File: config.mk
export PLATFORM = sky130hd
export DESIGN_NAME = mem_port_arbiter
export DESIGN_NICKNAME = d
export VERILOG_FILES = /design/src/rtl/mem_port_arbiter.sv
export SDC_FILE = /design/constraint.sdc
export NUM_CORES = 1
export LEC_CHECK = 0
export ABC_AREA = 1
export ABC_CLOCK_PERIOD_IN_PS = 2780
export CAP_MARGIN = 25
export CORE_UTILIZATION = 46
export CTS_CLUSTER_SIZE = 40
export DETAILED_ROUTE_END_ITERATION = 6
export PLACE_DENSITY_LB_ADDON = 0.05
export SETUP_SLACK_MARGIN = 0.2
export SYNTH_ARGS = -nofsm -noshare
export SYNTH_HDL_FRONTEND = slang
export SYNTH_SLANG_ARGS = --single-unit
File: constraint.sdc
create_clock -name clock -period 2.78 [get_ports clock]
set_input_delay 0.834 -clock clock [delete_from_list [all_inputs] [get_ports clock]]
set_output_delay 0.834 -clock clock [all_outputs]
set_load 0.02 [all_outputs]
File: src/rtl/mem_port_arbiter.sv
// Shares one fixed-latency memory port between the I-cache (read-only) and the D-cache.
// Accesses are serialised and held stable for MEM_LATENCY cycles, and each one ends with a per-side done pulse.
//   state  | meaning
//   IDLE   | arbitrate between the sampled requests
//   ACCESS | drive the memory port from the latched request
//   DONE   | pulse the owner's done; the memory port is quiet
module mem_port_arbiter #(
    parameter int MEM_LATENCY = 5,
    parameter int ADDR_W      = 32,
    parameter int DATA_W      = 32
) (
    input  logic              clock,
    input  logic              reset,
    input  logic              i_req,
    input  logic [ADDR_W-1:0] i_addr,
    output logic [DATA_W-1:0] i_rdata,
    output logic              i_done,
    input  logic              d_req,
    input  logic              d_we,
    input  logic [ADDR_W-1:0] d_addr,
    input  logic [DATA_W-1:0] d_wdata,
    output logic [DATA_W-1:0] d_rdata,
    output logic              d_done,
    output logic              mem_req,
    output logic              mem_we,
    output logic [ADDR_W-1:0] mem_addr,
    output logic [DATA_W-1:0] mem_wdata,
    input  logic [DATA_W-1:0] mem_rdata,
    output logic              busy
);

    localparam int CNT_W = $clog2(MEM_LATENCY + 1);
    localparam logic [CNT_W-1:0] CNT_LOAD = CNT_W'(MEM_LATENCY - 1);
    localparam logic [CNT_W-1:0] CNT_ONE  = CNT_W'(1);
    localparam logic OWN_I = 1'b0;
    localparam logic OWN_D = 1'b1;

    typedef enum logic [1:0] {
        ST_IDLE   = 2'd0,
        ST_ACCESS = 2'd1,
        ST_DONE   = 2'd2
    } state_t;

    state_t              r_state;
    state_t              w_next_state;
    logic                w_grant_valid;
    logic                w_grant_side;
    logic                w_access;
    logic [CNT_W-1:0]    r_cnt;
    logic                r_owner;
    logic                r_last_grant;
    logic [ADDR_W-1:0]   r_addr;
    logic                r_we;
    logic [DATA_W-1:0]   r_wdata;
    logic [DATA_W-1:0]   r_i_rdata;
    logic [DATA_W-1:0]   r_d_rdata;

    always_comb begin
        w_next_state  = r_state;
        w_grant_valid = 1'b0;
        w_grant_side  = OWN_I;
        case (r_state)
            ST_IDLE: begin
                if (i_req && d_req) begin
                    w_grant_valid = 1'b1;
                    w_grant_side  = (r_last_grant == OWN_I) ? OWN_D : OWN_I;
                end else if (d_req) begin
                    w_grant_valid = 1'b1;
                    w_grant_side  = OWN_D;
                end else if (i_req) begin
                    w_grant_valid = 1'b1;
                    w_grant_side  = OWN_I;
                end
                if (w_grant_valid) begin
                    w_next_state = ST_ACCESS;
                end
            end
            ST_ACCESS: begin
                if (r_cnt == '0) begin
                    w_next_state = ST_DONE;
                end
            end
            ST_DONE:  w_next_state = ST_IDLE;
            default:  w_next_state = ST_IDLE;
        endcase
    end

    always_ff @(posedge clock) begin
        if (reset) begin
            r_state <= ST_IDLE;
        end else begin
            r_state <= w_next_state;
        end
    end

    // The grant snapshots the request so the memory port never follows live inputs.
    always_ff @(posedge clock) begin
        if (reset) begin
            r_cnt        <= '0;
            r_owner      <= OWN_I;
            r_last_grant <= OWN_I;
            r_addr       <= '0;
            r_we         <= 1'b0;
            r_wdata      <= '0;
            r_i_rdata    <= '0;
            r_d_rdata    <= '0;
        end else begin
            case (r_state)
                ST_IDLE: begin
                    if (w_grant_valid) begin
                        r_owner      <= w_grant_side;
                        r_last_grant <= w_grant_side;
                        r_addr       <= (w_grant_side == OWN_D) ? d_addr : i_addr;
                        r_we         <= (w_grant_side == OWN_D) && d_we;
                        r_wdata      <= (w_grant_side == OWN_D) ? d_wdata : '0;
                        r_cnt        <= CNT_LOAD;
                    end
                end
                ST_ACCESS: begin
                    if (r_cnt == '0) begin
                        if (!r_we) begin
                            if (r_owner == OWN_D) begin
                                r_d_rdata <= mem_rdata;
                            end else begin
                                r_i_rdata <= mem_rdata;
                            end
                        end
                    end else begin
                        r_cnt <= r_cnt - CNT_ONE;
                    end
                end
                default: ;
            endcase
        end
    end

    assign w_access  = (r_state == ST_ACCESS);
    assign mem_req   = w_access;
    assign mem_we    = w_access && r_we;
    assign mem_addr  = w_access ? r_addr : '0;
    assign mem_wdata = w_access ? r_wdata : '0;
    assign i_done    = (r_state == ST_DONE) && (r_owner == OWN_I);
    assign d_done    = (r_state == ST_DONE) && (r_owner == OWN_D);
    assign i_rdata   = r_i_rdata;
    assign d_rdata   = r_d_rdata;
    assign busy      = (r_state != ST_IDLE);

endmodule
==> flow_summary.toml, run 1 <==
[route]
vias = 6259
finalWirelength_mm = 17.0
drc = 0
wl_per_cell_um = 12.4
dr.pass1.iters = 5
viasPerCell = 4.56
drt_iter0_drc = 496
ant_nets = 0

[worst_setup_path]
cp.required_ns = 1.95
crit-reg2reg-launch = "r_state[1]$_SDFFE_PP0P_"
startpoint_type = "flop"
crit_arrival_ns = 1.69
worstPathMaxFanout = 32
rrSetupSlack_ns = 0.89
worst_r2r_endpoint = "r_wdata[29]$_SDFFE_PP0P_"
crit_start = "r_state[1]$_SDFFE_PP0P_"
r2r_cells = 6
worst_setup_path_end_kind = "output pin"
critPathKind = "flop to output pin"

[layout]
final_cell_mix = "268 x nand2_1, 197 x clkdlybuf4s50_1, 193 x nor2_1"
antennaDiodeCount = 0
final_common_cell = "nand2_1"
areaGrowthSynthToFinish_pct = 52.6
n_fill_cell = 1094
nets = 1326
multi_input_area_mm2 = 0.00247
seqCellArea_mm2 = 0.00270
layout-drive-gt1-share_pct = 4.83

[grt]
grt_pass1_wl_mm = 26.5
grt_pass1_vias = 5623
antenna_found_initial = 0
grt_max_degree = 65
grt_overflow = 0
grt_use_total_pct = 25.2

[die]
core_area_mm2 = 0.0128
die_y_um = 117
dieArea_mm2 = 0.0137
rows = 41
io_pins = 266
die_w_um = 117
initial_core_util_pct = 47.7

[hold_path]
min_to = "r_addr[28]$_SDFFE_PP0P_"
hold_path_class = "flop to flop"
timing.hold.worst.start = "r_addr[28]$_SDFFE_PP0P_"
hold_depth = 2

[yosys]
syn_area_mm2 = 0.00609
synth_cells = 945
syn_avg_cell_area_um2 = 6.44
ys_seq_elements = 135
syn-num-nets = 1080
yosysWarningCount = 0
yosysSeqAreaShare_pct = 44.4
yosys.cell_types.count = 22

[power]
switching_share_pct = 29.4
share_comb_of_total_power_pct = 25.1
power_frac_seq_pct = 39.4
power.switching_w = 0.00168
power_per_cell_area_mw_per_mm2 = 617
p_int_w = 0.00405
finalPower_w = 0.00573
leakagePower_nw = 4.49
p_clk_share_pct = 35.6
ir_worst_vdd_v = 0.000515

[clocking]
root_buffer = "clkbuf_16"
htreeDepth = 4
cts_hold_buf = 0
clockBufferDepth = 2
clock_latency_ns = 0.41
numCtsBuffers = 17
path_clk_slew_ns = 0.05
clock_sinks = 135
cts_setup_buffers = 0
cts_tree = "done"

[sta]
tightest_slew_ns = 0.607
grt_setup_unrepaired = "true"
finalSetupViolations = 0
period_minus_slack_ns = 2.52
skew_ns = 0.00536
final_hold_viol_count = 0
max_freq_mhz = 396
fin_crit_sh_pct = 90.8
slew_violations = 0
slew_headroom_pct = 59.5
setup_tns_ns = 0

[placed_design]
dp_hpwl_mm = 11.4
port_buffers = 265
gp_congestion = 0.834

[run_status]
status = "completed"

[flow_run]
maxCapViolCount = 0
==> synth_stat cells <==
master	count	share of area [%]
nand2_2	2	0.21
nor2_4	4	0.74
nor2_1	194	12
inv_1	170	10
nand3_1	38	3.1
buf_2	16	1.3
clkbuf_1	12	0.74
ha_1	2	0.41
nand2_1	269	17
buf_4	18	2.2
dfxtp_1	135	44
inv_2	2	0.12
o21ai_0	18	1.5
nand4_1	32	3.3
nand3_4	1	0.29
o22ai_1	1	0.10
nor3_1	3	0.25
buf_1	6	0.37
nand3_2	1	0.16
a21oi_1	4	0.33
nor2_2	2	0.21
o21ai_1	15	1.2
==> worst max-delay path, cell delays in order (launching register included) <==
cell and delay, ns:
dfxtp_1 0.36, inv_2 0.13, nand2_4 0.10, buf_12 0.19, nor2_1 0.12, dlygate4sd2_1 0.37
==> repair_timing <==
item,CTS,global route
setup endpoints to repair,67,63
resized for setup,75,5
hold endpoints to repair,0,0
cloned,1,0
pin swaps,0,0
==> layer usage <==
metal  global-route usage, %  wire length (um)
met4                    10.9               380
met1                    29.5              7130
met3                    7.36              1370
met2                    42.9              8080
met5                       0                 0
==> cells by family (layout without fill, tap and decap cells) <==
group,count (synthesis),after routing,synth area share [%]
simple gates,546,546,36.8
buf+inv,224,479,15.2
flops,135,135,44.4
compound gates,38,38,3.14
fa+ha+maj,2,2,0.411
==> metrics by stage <==
step	worst slack [ns]	utilization [%]	std cells	hold slack, ns	area (um2)
3_5_place_dp	0.301	69.0	1343	0.443	8810
4_1_cts	0.163	72.7	1372	0.453	9290
5_1_grt	0.192	72.7	1372	0.470	9290
6_report	0.257	72.7	1372	0.450	9290
2_1_floorplan	0.768	-	945	0.426	6090
3_3_place_gp	0.289	69.0	1343	0.438	8810
==> area by class of cell <==
class                           instances  area share (%)
Timing Repair Buffer                  279            29.4
Sequential cell                       135            29.1
Multi-Input combinational cell        586            26.6
Inverter                              172            6.95
Clock buffer                           23            5.14
Tap cell                              172            2.32
Clock inverter                          5           0.539
==> power by group through the flow <==
stage / clock, W / sequential (W) / combinational [W]
after floorplan: 0 / 0.00239 / 0.000726
after global placement: 0 / 0.00229 / 0.00144
after detailed placement: 0 / 0.00229 / 0.00145
after CTS: 0.00207 / 0.00225 / 0.00144
after global routing: 0.00216 / 0.00228 / 0.00158
final: 0.00204 / 0.00226 / 0.00144
==> state kept, by name (all words and copies together) (netlist names) <==
signal	cells
i_rdata	32
r_cnt	3
r_wdata	32
r_we	1
d_rdata	32
r_last_grant	1
r_addr	32
r_state	2
==> worst max-delay path by stage <==
| stage | endpoint | slack (ns) | cells after the start |
|---|---|---|---|
| after floorplan | mem_addr[18] | 0.77 | 4 |
| after global placement | mem_addr[2] | 0.29 | 4 |
| after detailed placement | mem_addr[2] | 0.30 | 4 |
| after CTS | mem_we | 0.16 | 5 |
| after global routing | mem_wdata[15] | 0.19 | 5 |
| final | mem_wdata[27] | 0.26 | 5 |
No activity file was read; power rests on OpenSTA's default activity.
==> run 2: changes to the inputs <==
--- a/config.mk
+++ b/config.mk
@@ -12,7 +12,7 @@
 export CTS_CLUSTER_SIZE = 40
 export DETAILED_ROUTE_END_ITERATION = 6
 export PLACE_DENSITY_LB_ADDON = 0.05
-export SETUP_SLACK_MARGIN = 0.2
+export SLEW_MARGIN = 20
 export SYNTH_ARGS = -nofsm -noshare
 export SYNTH_HDL_FRONTEND = slang
 export SYNTH_SLANG_ARGS = --single-unit
==> flow_summary.toml, run 2 (synthesis gave the netlist of run 1 again) <==
[grt]
grt_pass1_wl_mm = 26.2
grt_max_degree = 65
antenna_found_initial = 0
grt_use_total_pct = 24.8
grt_overflow = 0
grt_pass1_vias = 5582

[route]
ant_nets = 0
drc = 5
wl_per_cell_um = 12.1
drt_iter0_drc = 542
dr.pass1.iters = 7
finalWirelength_mm = 16.6
vias = 6191
viasPerCell = 4.52

[layout]
areaGrowthSynthToFinish_pct = 52.1
layout-drive-gt1-share_pct = 4.42
final_common_cell = "nand2_1"
antennaDiodeCount = 0
post-route-util_pct = 72.5
final_cell_mix = "268 x nand2_1, 201 x clkdlybuf4s50_1, 194 x nor2_1"
finish.instance_area_mm2 = 0.00926
nets = 1325

[die]
die_y_um = 117
initial_core_util_pct = 47.7
core_area_mm2 = 0.0128
io_pins = 266
die_w_um = 117
dieArea_mm2 = 0.0137
rows = 41

[worst_setup_path]
worstPathMaxFanout = 4
crit_start = "r_last_grant$_SDFFE_PP0P_"
crit-reg2reg-launch = "r_state[1]$_SDFFE_PP0P_"
crit_arrival_ns = 1.83
rrSetupSlack_ns = 0.91
cp.required_ns = 1.95
startpoint_type = "flop"
worst_setup_path_end_kind = "output pin"
critPathKind = "flop to output pin"
r2r_cells = 6
worst_r2r_endpoint = "r_wdata[8]$_SDFFE_PP0P_"

[sta]
finalHoldWorstSlack_ns = 0.450
max_freq_mhz = 375
grt_setup_unrepaired = "false"
final_hold_viol_count = 0
slew_headroom_pct = 59.6
setup_tns_ns = 0
fin_crit_sh_pct = 95.8
skew_ns = 0.00495
tightest_slew_ns = 0.606
period_minus_slack_ns = 2.66
slew_violations = 0
finalSetupViolations = 0

[run_status]
status = "finished with violations"
violations = "DRC"

[power]
ir_worst_vdd_v = 0.000512
finalPower_w = 0.00570
power_per_cell_area_mw_per_mm2 = 615
leakagePower_nw = 4.46

[hold_path]
min_to = "r_addr[28]$_SDFFE_PP0P_"
hold_depth = 2
timing.hold.worst.start = "r_addr[28]$_SDFFE_PP0P_"
hold_path_class = "flop to flop"

[clocking]
clock_sinks = 135
htreeDepth = 4
clockBufferDepth = 2
numCtsBuffers = 17
cts_tree = "done"
clock_latency_ns = 0.41
path_clk_slew_ns = 0.05
root_buffer = "clkbuf_16"

[placed_design]
gp_congestion = 0.834
dpl_cell_area_mm2 = 0.00881
port_buffers = 265
dp_hpwl_mm = 11.4

[flow_run]
maxCapViolCount = 0
## run 2: cell types whose count changed in the layout (fill, tap and decap cells not counted)
cell	delta
dlymetal6s2s_1	-1
clkbuf_2	-1
nor2_1	+1
nand2_2	+1
nand2_4	-1
nor2_2	-1
clkdlybuf4s15_1	-1
clkdlybuf4s15_2	-1
buf_2	-1
buf_16	-1
clkdlybuf4s50_1	+4
dlygate4sd2_1	+1
## run 2: layer usage
layer	track usage, %	share of wire, %	vias to the layer above
li1	-	-	3271
met1	29.1	43	2687
met2	41.9	48	202
met3	7.36	7.2	31
met4	11.3	2.4	0
met5	0	0	-
## run 2: worst max path at each step
| stage | to | depth (start not counted) |
|---|---|---|
| floorplan | mem_addr[18] | 4 |
| detailed placement | mem_addr[2] | 4 |
| global route | d_done | 3 |
| CTS | d_done | 3 |
| global placement | mem_addr[2] | 4 |
| finish | d_done | 3 |
## run 2: cell type report
cell class / instances / area, um2
Fill cell: 1103 / 3510
Timing Repair Buffer: 278 / 2710
Sequential cell: 135 / 2700
Multi-Input combinational cell: 586 / 2460
Inverter: 172 / 646
Clock buffer: 23 / 478
Tap cell: 172 / 215
Clock inverter: 5 / 50.0
## run 2: where the power goes
part           switching, W  internal [W]
clock              0.000759       0.00127
sequential         0.000104       0.00215
combinational      0.000799      0.000613
## run 2: through the flow
| stage | std cells | setup WS (ns) |
|---|---|---|
| floorplan | 945 | 0.768 |
| CTS | 1371 | 0.123 |
| global route | 1371 | 0.0628 |
| detailed placement | 1343 | 0.301 |
| finish | 1371 | 0.116 |
| global placement | 1343 | 0.289 |
## run 2: worst max-delay path, cell delays in order (launching register included)
cell,delay [ns]
dfxtp_1,0.40
inv_1,0.11
nor3_1,0.24
clkdlybuf4s50_1,0.67
## run 2: timing repair
action / CTS / global route
setup endpoints to repair: 64 / 0
hold buffers: 0 / 0
setup buffers: 0 / 0
gates resized for setup: 65 / 0
==> run 3: changes to the inputs <==
--- a/config.mk
+++ b/config.mk
@@ -6,11 +6,12 @@
 export NUM_CORES = 1
 export LEC_CHECK = 0
 export ABC_AREA = 1
-export ABC_CLOCK_PERIOD_IN_PS = 2780
+export ABC_CLOCK_PERIOD_IN_PS = 2200
 export CAP_MARGIN = 25
-export CORE_UTILIZATION = 46
+export CORE_UTILIZATION = 38
 export CTS_CLUSTER_SIZE = 40
 export DETAILED_ROUTE_END_ITERATION = 6
+export GPL_TIMING_DRIVEN = 0
 export PLACE_DENSITY_LB_ADDON = 0.05
 export SLEW_MARGIN = 20
 export SYNTH_ARGS = -nofsm -noshare
==> constraint.sdc (replaced) <==
create_clock -name clock -period 2.2 [get_ports clock]
set_input_delay 0.66 -clock clock [delete_from_list [all_inputs] [get_ports clock]]
set_output_delay 0.66 -clock clock [all_outputs]
set_load 0.02 [all_outputs]
==> flow_summary.toml, run 3 (synthesis gave the netlist of run 1 again) <==
[run_status]
status = "completed"

[placed_design]
port_buffers = 263
gp_congestion = 0.824
dp_hpwl_mm = 12.8
dpl_cell_area_mm2 = 0.00898

[clocking]
clock_sinks = 135
cts_tree = "done"
cts_setup_buffers = 0
root_buffer = "clkbuf_16"
htreeDepth = 4
clock_latency_ns = 0.41
numCtsBuffers = 17
cts_hold_buf = 0
path_clk_slew_ns = 0.06
clockBufferDepth = 2

[sta]
final_hold_viol_count = 0
fin_crit_sh_pct = 97.4
tightest_slew_ns = 0.481
max_freq_mhz = 467
grt_setup_unrepaired = "true"
slew_headroom_pct = 67.9
finalHoldWorstSlack_ns = 0.450
finalSetupViolations = 0
slew_violations = 0
skew_ns = 0.00924
setup_tns_ns = 0
period_minus_slack_ns = 2.14

[worst_setup_path]
path_cells = "inv_6, nand2_4, buf_8, buf_6, nor2_1, buf_4"
critPathKind = "flop to output pin"
crit_arrival_ns = 1.48
cp_slowest_cell = "dfxtp_4"
startpoint_type = "flop"
worst_r2r_endpoint = "r_addr[16]$_SDFFE_PP0P_"
r2r_cells = 6
worstPathMaxFanout = 10
worst_setup_path_end_kind = "output pin"
max_stage_delay_ns = 0.37
cp.required_ns = 1.54
rrSetupSlack_ns = 0.64
crit-reg2reg-launch = "r_last_grant$_SDFFE_PP0P_"

[route]
viasPerCell = 4.32
ant_nets = 0
wl_per_cell_um = 11.9
finalWirelength_mm = 17.3
drc = 0
vias = 6278
drt_iter0_drc = 268
dr.pass1.iters = 4

[grt]
grt_max_degree = 17
grt_use_total_pct = 21.2
grt_overflow = 0
grt_pass1_wl_mm = 27.5
antenna_found_initial = 0
grt_pass1_vias = 5785

[hold_path]
min_to = "r_addr[20]$_SDFFE_PP0P_"
hold_path_class = "flop to flop"
hold_depth = 2
timing.hold.worst.start = "r_addr[20]$_SDFFE_PP0P_"

[layout]
seqCellArea_mm2 = 0.00271
final_cell_mix = "268 x nand2_1, 194 x clkdlybuf4s50_1, 186 x nor2_1"
multi_input_area_mm2 = 0.00248
n_fill_cell = 1525
final_common_cell = "nand2_1"
post-route-util_pct = 61.7
layout-drive-gt1-share_pct = 12.5
nets = 1362
areaGrowthSynthToFinish_pct = 56.4
finish.instance_area_mm2 = 0.00952

[die]
die_y_um = 129
core_area_mm2 = 0.0154
rows = 45
io_pins = 266
dieArea_mm2 = 0.0165
die_w_um = 129
initial_core_util_pct = 39.5

[power]
leakagePower_nw = 4.44
ir_worst_vdd_v = 0.000588
p_int_w = 0.00538
share_comb_of_total_power_pct = 24.6
finalPower_w = 0.00762
power_per_cell_area_mw_per_mm2 = 800
switching_share_pct = 29.4
power.switching_w = 0.00224
power_frac_seq_pct = 37.3
p_clk_share_pct = 38.1

[flow_run]
maxCapViolCount = 0
-- run 3: changes by cell type in the layout (fill, tap and decap cells not counted), sizes merged --
cell / delta
clkinvlp: +3
clkdlybuf4s15: +12
diode: +1
dlygate4sd2: -60
clkinv: -2
clkdlybuf4s50: -7
clkbuf: +12
bufinv: +1
inv: +2
buf: +80
-- run 3: metal layers --
metal | track usage [%] | share of wire, %
met1 | 25.9 | 45
met2 | 35.5 | 47
met3 | 6.11 | 6.7
met4 | 7.54 | 1.7
met5 | 0 | 0
-- run 3: repair_timing --
item                       4_1_cts  5_1_grt
cloned                           0        0
setup endpoints to repair       69       43
resized for setup              294       24
hold endpoints to repair         0        0
-- run 3: layout make-up --
type / count / area share [%]
buffer: 52 / 3.55
sequential: 135 / 28.5
clock inverter: 9 / 1.20
inverter: 172 / 6.83
timing repair buffer: 263 / 25.8
tap: 211 / 2.77
clock buffer: 23 / 5.23
multi-input combinational: 586 / 26.1
antenna: 1 / 0.0263
-- run 3: critical path, delay by kind of cell, from the launching register on --
kind,cells,cell delay [ns]
buffers and inverters,4,0.52
flip-flops,1,0.37
AND/OR/NAND/NOR,2,0.17
-- run 3: how the worst max path moves through the flow --
stage	depth (start not counted)	slack, ns	end	startpoint
after floorplan	4	0.36	mem_addr[18]	r_state[0]$_SDFFE_PP0P_
after global placement	6	-0.28	mem_addr[29]	r_state[1]$_SDFFE_PP0P_
after detailed placement	6	-0.30	mem_addr[29]	r_state[1]$_SDFFE_PP0P_
after CTS	5	-0.004	mem_addr[27]	r_state[0]$_SDFFE_PP0P_
after global routing	6	-0.0003	mem_wdata[5]	r_state[1]$_SDFFE_PP0P_
final	6	0.06	mem_wdata[1]	r_state[1]$_SDFFE_PP0P_
-- run 3: power groups by stage --
stage / combinational [W] / clock, W / sequential (W)
detailed placement: 0.00187 / 0 / 0.00289
finish: 0.00187 / 0.00290 / 0.00285
CTS: 0.00187 / 0.00296 / 0.00285
floorplan: 0.000918 / 0 / 0.00302
global placement: 0.00187 / 0 / 0.00289
global route: 0.00208 / 0.00307 / 0.00287
-- run 3: metrics by stage --
stage               std cells  setup slack, ns
floorplan                 945            0.362
global placement         1419           -0.277
detailed placement       1419           -0.302
CTS                      1451         -0.00382
global route             1451        -0.000265
finish                   1452           0.0575
